## config.mk

```make
export PLATFORM = sky130hd
export DESIGN_NAME = uart_tx_arbiter
export DESIGN_NICKNAME = d
export VERILOG_FILES = /design/src/rtl/uart_pkg.sv /design/src/rtl/uart_frame_timer.sv /design/src/rtl/uart_tx_arbiter.sv
export SDC_FILE = /design/constraint.sdc
export NUM_CORES = 1
export LEC_CHECK = 0
export ABC_AREA = 1
export CORE_MARGIN = 10
export CORE_UTILIZATION = 36
export CTS_CLUSTER_DIAMETER = 200
export DETAILED_ROUTE_END_ITERATION = 12
export SETUP_SLACK_MARGIN = 0.1
export SKIP_LAST_GASP = 1
export SYNTH_ARGS = -nofsm -noshare
export SYNTH_HDL_FRONTEND = slang
export SYNTH_SLANG_ARGS = --single-unit
```

## constraint.sdc

```tcl
create_clock -name clk -period 6.9 [get_ports clk]
set_input_delay 2.07 -clock clk [delete_from_list [all_inputs] [get_ports clk]]
set_output_delay 2.07 -clock clk [all_outputs]
set_load 0.02 [all_outputs]
```

## src/rtl/uart_pkg.sv

```systemverilog
// Shared types and constants for the UART transmit arbiter and its frame timer.
package uart_pkg;

  localparam int UART_FRAME_BITS = 10;

  typedef enum logic [1:0] {
    IDLE,
    ISSUE,
    WAIT
  } arb_state_e;

  // Half-bit ticks in one frame including the trailing idle guard bits.
  function automatic int half_bit_ticks(input int guard_bits);
    return 2 * (UART_FRAME_BITS + guard_bits);
  endfunction

endpackage

```

## src/rtl/uart_frame_timer.sv

```systemverilog
// Counts one UART frame plus guard time as half-bits of length max(period,1),
// pulsing done on the final cycle so the arbiter can leave WAIT on that edge.
module uart_frame_timer
  import uart_pkg::*;
#(
  parameter int PERIOD_W   = 32,
  parameter int GUARD_BITS = 1
) (
  input  logic                clk,
  input  logic                rst,
  input  logic                load,
  input  logic [PERIOD_W-1:0] period,
  output logic                done
);

  localparam int TICKS  = half_bit_ticks(GUARD_BITS);
  localparam int TICK_W = $clog2(TICKS);

  logic [PERIOD_W-1:0] half_len_q, half_len_d;
  logic [PERIOD_W-1:0] half_cnt_q, half_cnt_d;
  logic [TICK_W-1:0]   tick_q, tick_d;
  logic                running_q, running_d;
  logic                half_end;
  logic                last_tick;

  always_comb begin
    half_end   = (half_cnt_q == half_len_q - PERIOD_W'(1));
    last_tick  = (tick_q == TICK_W'(TICKS - 1));
    done       = running_q & half_end & last_tick;
    half_len_d = half_len_q;
    half_cnt_d = half_cnt_q;
    tick_d     = tick_q;
    running_d  = running_q;
    if (load) begin
      // period is latched here so later changes only affect the next frame
      half_len_d = (period == '0) ? PERIOD_W'(1) : period;
      half_cnt_d = '0;
      tick_d     = '0;
      running_d  = 1'b1;
    end else if (running_q) begin
      if (half_end) begin
        half_cnt_d = '0;
        tick_d     = last_tick ? '0 : tick_q + 1'b1;
        running_d  = ~last_tick;
      end else begin
        half_cnt_d = half_cnt_q + PERIOD_W'(1);
      end
    end
  end

  always_ff @(posedge clk or negedge rst) begin
    if (!rst) begin
      half_len_q <= PERIOD_W'(1);
      half_cnt_q <= '0;
      tick_q     <= '0;
      running_q  <= 1'b0;
    end else begin
      half_len_q <= half_len_d;
      half_cnt_q <= half_cnt_d;
      tick_q     <= tick_d;
      running_q  <= running_d;
    end
  end

endmodule

```

## src/rtl/uart_tx_arbiter.sv

```systemverilog
// Round-robin sharing of one uart_tx among N_REQ byte producers, each with a
// one-byte holding slot; one slot is issued per frame as a single in_sync pulse.
module uart_tx_arbiter
  import uart_pkg::*;
#(
  parameter int N_REQ      = 4,
  parameter int PERIOD_W   = 32,
  parameter int GUARD_BITS = 1
) (
  input  logic                     clk,
  input  logic                     rst,
  input  logic [PERIOD_W-1:0]      period,
  input  logic [N_REQ-1:0]         req_valid,
  input  logic [8*N_REQ-1:0]       req_data,
  output logic [N_REQ-1:0]         req_ready,
  output logic                     tx_sync,
  output logic [7:0]               tx_data,
  output logic [$clog2(N_REQ)-1:0] grant_id,
  output logic                     busy
);

  localparam int ID_W = $clog2(N_REQ);

  arb_state_e      state_q, state_d;
  logic [N_REQ-1:0] full_q, full_d;
  logic [N_REQ-1:0] accept;
  logic [N_REQ-1:0] clear;
  logic [7:0]      slot_data_q [N_REQ];
  logic [7:0]      slot_data_d [N_REQ];
  logic [ID_W-1:0] ptr_q, ptr_d;
  logic [ID_W-1:0] grant_id_q, grant_id_d;
  logic [7:0]      tx_data_q, tx_data_d;
  logic            tx_sync_q, tx_sync_d;
  logic            busy_q, busy_d;
  logic [ID_W-1:0] pick;
  logic            pick_valid;
  logic            timer_done;

  for (genvar gi = 0; gi < N_REQ; gi++) begin : g_slot
    assign accept[gi]      = req_valid[gi] & ~full_q[gi];
    assign clear[gi]       = (state_q == ISSUE) && (grant_id_q == ID_W'(gi));
    assign full_d[gi]      = accept[gi] | (full_q[gi] & ~clear[gi]);
    assign slot_data_d[gi] = accept[gi] ? req_data[8*gi +: 8] : slot_data_q[gi];
  end

  // Scan downward in offset so the slot closest to ptr is the one that sticks.
  always_comb begin
    int idx;
    idx        = 0;
    pick       = ptr_q;
    pick_valid = 1'b0;
    for (int off = N_REQ - 1; off >= 0; off--) begin
      idx = int'(ptr_q) + off;
      if (idx >= N_REQ) idx = idx - N_REQ;
      if (full_q[idx]) begin
        pick       = ID_W'(idx);
        pick_valid = 1'b1;
      end
    end
  end

  always_comb begin
    state_d    = state_q;
    ptr_d      = ptr_q;
    grant_id_d = grant_id_q;
    tx_data_d  = tx_data_q;
    tx_sync_d  = 1'b0;
    busy_d     = busy_q;
    case (state_q)
      IDLE: begin
        if (pick_valid) begin
          state_d    = ISSUE;
          grant_id_d = pick;
          tx_data_d  = slot_data_q[pick];
          tx_sync_d  = 1'b1;
          busy_d     = 1'b1;
        end
      end
      ISSUE: begin
        state_d = WAIT;
        ptr_d   = (grant_id_q == ID_W'(N_REQ - 1)) ? '0 : grant_id_q + 1'b1;
      end
      WAIT: begin
        if (timer_done) begin
          state_d = IDLE;
          busy_d  = 1'b0;
        end
      end
      default: begin
        state_d = IDLE;
        busy_d  = 1'b0;
      end
    endcase
  end

  always_ff @(posedge clk or negedge rst) begin
    if (!rst) begin
      state_q    <= IDLE;
      full_q     <= '0;
      ptr_q      <= '0;
      grant_id_q <= '0;
      tx_data_q  <= '0;
      tx_sync_q  <= 1'b0;
      busy_q     <= 1'b0;
      for (int i = 0; i < N_REQ; i++) slot_data_q[i] <= '0;
    end else begin
      state_q    <= state_d;
      full_q     <= full_d;
      ptr_q      <= ptr_d;
      grant_id_q <= grant_id_d;
      tx_data_q  <= tx_data_d;
      tx_sync_q  <= tx_sync_d;
      busy_q     <= busy_d;
      for (int i = 0; i < N_REQ; i++) slot_data_q[i] <= slot_data_d[i];
    end
  end

  uart_frame_timer #(
    .PERIOD_W  (PERIOD_W),
    .GUARD_BITS(GUARD_BITS)
  ) u_timer (
    .clk   (clk),
    .rst   (rst),
    .load  (state_q == ISSUE),
    .period(period),
    .done  (timer_done)
  );

  assign req_ready = ~full_q;
  assign tx_sync   = tx_sync_q;
  assign tx_data   = tx_data_q;
  assign grant_id  = grant_id_q;
  assign busy      = busy_q;

endmodule
```

==> flow_summary.yaml <==
clock_tree:
  clock_sinks: 122
  cts-root-buf: "clkbuf_16"
  clock_latency_ns: 0.42
  path_clk_slew_ns: 0.06
  cts_resized: 0
  cts_setup_buffers: 0
  cts_max_level: 4
  holdBufCountCts: 0
  cts_buffers: 17
  cts_tree: "built"
  clockBufferDepth: 2
timing:
  max_freq_mhz: 274
  skew_ns: 0.00855
  slew_viol_final: 0
  slew_headroom_pct: 38.9
  post-route-period-util_pct: 52.8
  setup_violations: 0
  finalSetupTns_ns: 0
  worst_pin_slew_ns: 0.915
  rsz0062_at_grt: "false"
  final_hold_viol_count: 0
  min_period_ns: 3.64
synth:
  synth_area_per_cell_sq_um: 7.64
  yosysWarnings: 0
  ys_types: 40
  synth_common_cells: "309 x nand2_1, 121 x dfrtp_1, 94 x nor2_1"
  async_flop_share_pct: 100
  syn_nets: 1053
  synth_top_area_share_pct: 40.7
  synth_ff_type: "dfrtp_1"
  yosysSeqAreaShare_pct: 41.0
  ys_ff_latch: 122
  synth_most_common_cell: "nand2_1"
  synth_top_area_cell: "dfrtp_1"
  synth_edf_count: 0
  synth.area.top_cells: "dfrtp_1 41%, nand2_1 16%, xor2_1 6.4%"
  syn_inst: 975
  netlist_area_sq_um: 7450
global_route:
  grt_max_degree: 71
  antenna_found_initial: 0
  grt_first_pass_wirelength_microns: 34400
  grt_pass1_vias: 6432
  gr-usage-all-layers_pct: 16.1
  overflow: 0
floorplanning:
  ioPinCount: 86
  die_x_microns: 164
  start_util_pct: 36.7
  row_count: 52
  die-height_microns: 164
  coreArea_sq_um: 20300
  die_area_sq_um: 26800
setup_path:
  path_max_fanout: 3
  r2r_setup_slack_ns: 4.13
  worstReg2RegEnd: "u_timer.half_cnt_q[14]$_DFFE_PN0P_"
  ff2ff_path_depth: 16
  cp.required_ns: 4.83
  r2r_start: "u_timer.half_len_q[0]$_DFFE_PN1P_"
  worstSetupStartpoint: "full_q[0]$_DFF_PN0_"
  path_class: "flop to primary output"
  crit_arrival_ns: 1.57
  critical_path.endpoint: "req_ready[0]"
  start_kind: "flop"
  end_kind: "primary output"
detailed_routing:
  wl_per_cell_microns: 15.7
  wl_microns: 21200
  drtIter0Drc: 490
  firstDrtPassIters: 5
  routed_via_density: 4.87
  drc: 0
  via_count: 6577
  drtAntennaViolNets: 0
placement:
  port_buffers: 85
  gp_congestion: 0.911
  dp_hpwl_microns: 16600
final_layout:
  fin_util_pct: 45.1
  syn_to_final_growth_pct: 23.0
  antennaDiodeCount: 0
  drive_above_1_share_pct: 10.6
  nets: 1145
run:
  drv_cap: 0
power:
  leakage_nw: 4.21
  peakVddDrop_v: 0.000133
  powerDensity_nw_per_um2: 191
  total_power_mw: 1.75
min_path:
  min_path_type: "flop to flop"
  holdPathStages: 2
  min_from: "full_q[2]$_DFF_PN0_"
outcome:
  status: "complete, no violations"
-- stage by stage --
stage | hold WS [ns] | std cells | cell area [sq um] | setup slack, ns
after global placement | 0.458 | 1318 | 8590 | 2.91
after floorplan | 0.441 | 975 | 7450 | 4.13
final | 0.469 | 1350 | 9160 | 3.26
after detailed placement | 0.459 | 1318 | 8590 | 3.07
after CTS | 0.473 | 1350 | 9160 | 3.24
after global routing | 0.521 | 1350 | 9160 | 3.18
-- critical path, cell delays in order (launching register included) --
cell and delay (ns):
dfrtp_1 0.39, inv_1 0.13, clkdlybuf4s50_1 0.64
-- layout make-up --
cell class                      instances  area (sq um)
Tap cell                              270           338
Sequential cell                       122          3050
Timing Repair Buffer                   90           886
Clock inverter                         14           124
Multi-Input combinational cell        740          3960
Fill cell                            2085         11100
Clock buffer                           18           439
Inverter                               96           360
-- state kept, by name, indices dropped and copies added (netlist names) --
| signal | count |
|---|---|
| u_timer.tick_q | 5 |
| slot_data_q | 32 |
| u_timer.half_len_q | 32 |
| full_q | 4 |
| tx_sync | 1 |
| busy | 1 |
| tx_data | 8 |
| u_timer.half_cnt_q | 32 |
| grant_id | 2 |
| state_q | 2 |
| u_timer.running_q | 1 |
| ptr_q | 2 |
-- placed cells by master, fill, tap and decap left out, types with 6 or more instances in the layout --
cell type / count
nand2_1: 309
dfrtp_1: 121
nor2_1: 93
inv_1: 88
clkdlybuf4s50_1: 84
nand3_1: 58
xor2_1: 54
o21ai_0: 35
mux2_2: 31
o22ai_1: 23
nand4_1: 21
nor3_1: 17
clkbuf_16: 17
nor4_1: 13
xnor2_1: 12
nor2_2: 10
nand2_2: 10
ha_1: 8
nor2_4: 7
o21ai_1: 6
inv_2: 6
nand3b_1: 6
buf_4: 6
-- power breakdown --
| group | leakage, nW | total, mW | internal, mW | switching, mW |
|---|---|---|---|---|
| registers | 1.54 | 0.768 | 0.743 | 0.0243 |
| clock network | 0.280 | 0.842 | 0.505 | 0.337 |
| logic | 2.38 | 0.141 | 0.0712 | 0.0696 |
| total | 4.21 | 1.75 | 1.32 | 0.431 |
-- layer usage --
metal / track usage [%] / routed length, microns / up-vias
met5: 0 / 0 / -
met4: 4.02 / 203 / 0
met3: 4.53 / 1430 / 16
met2: 26.0 / 9930 / 167
met1: 20.7 / 9670 / 3057
li1: - / - / 3337
-- logic make-up after synthesis --
| kind of cell | after synthesis | share of synthesized area, % |
|---|---|---|
| AOI/OAI and AO/OA | 76 | 5.81 |
| muxes | 31 | 4.69 |
| DFF | 122 | 41.0 |
| adders and majority gates | 8 | 1.34 |
| xor gates and xnor gates | 66 | 7.76 |
| and+or+nand+nor | 559 | 33.4 |
| buffers and inverters | 113 | 5.98 |
-- how the worst min path moves through the flow --
stage	end
global route	slot_data_q[9]$_DFFE_PN0P_
finish	full_q[2]$_DFF_PN0_
CTS	full_q[2]$_DFF_PN0_
floorplan	full_q[2]$_DFF_PN0_
global placement	full_q[2]$_DFF_PN0_
detailed placement	full_q[2]$_DFF_PN0_
Power figures use the tool's default switching activity.
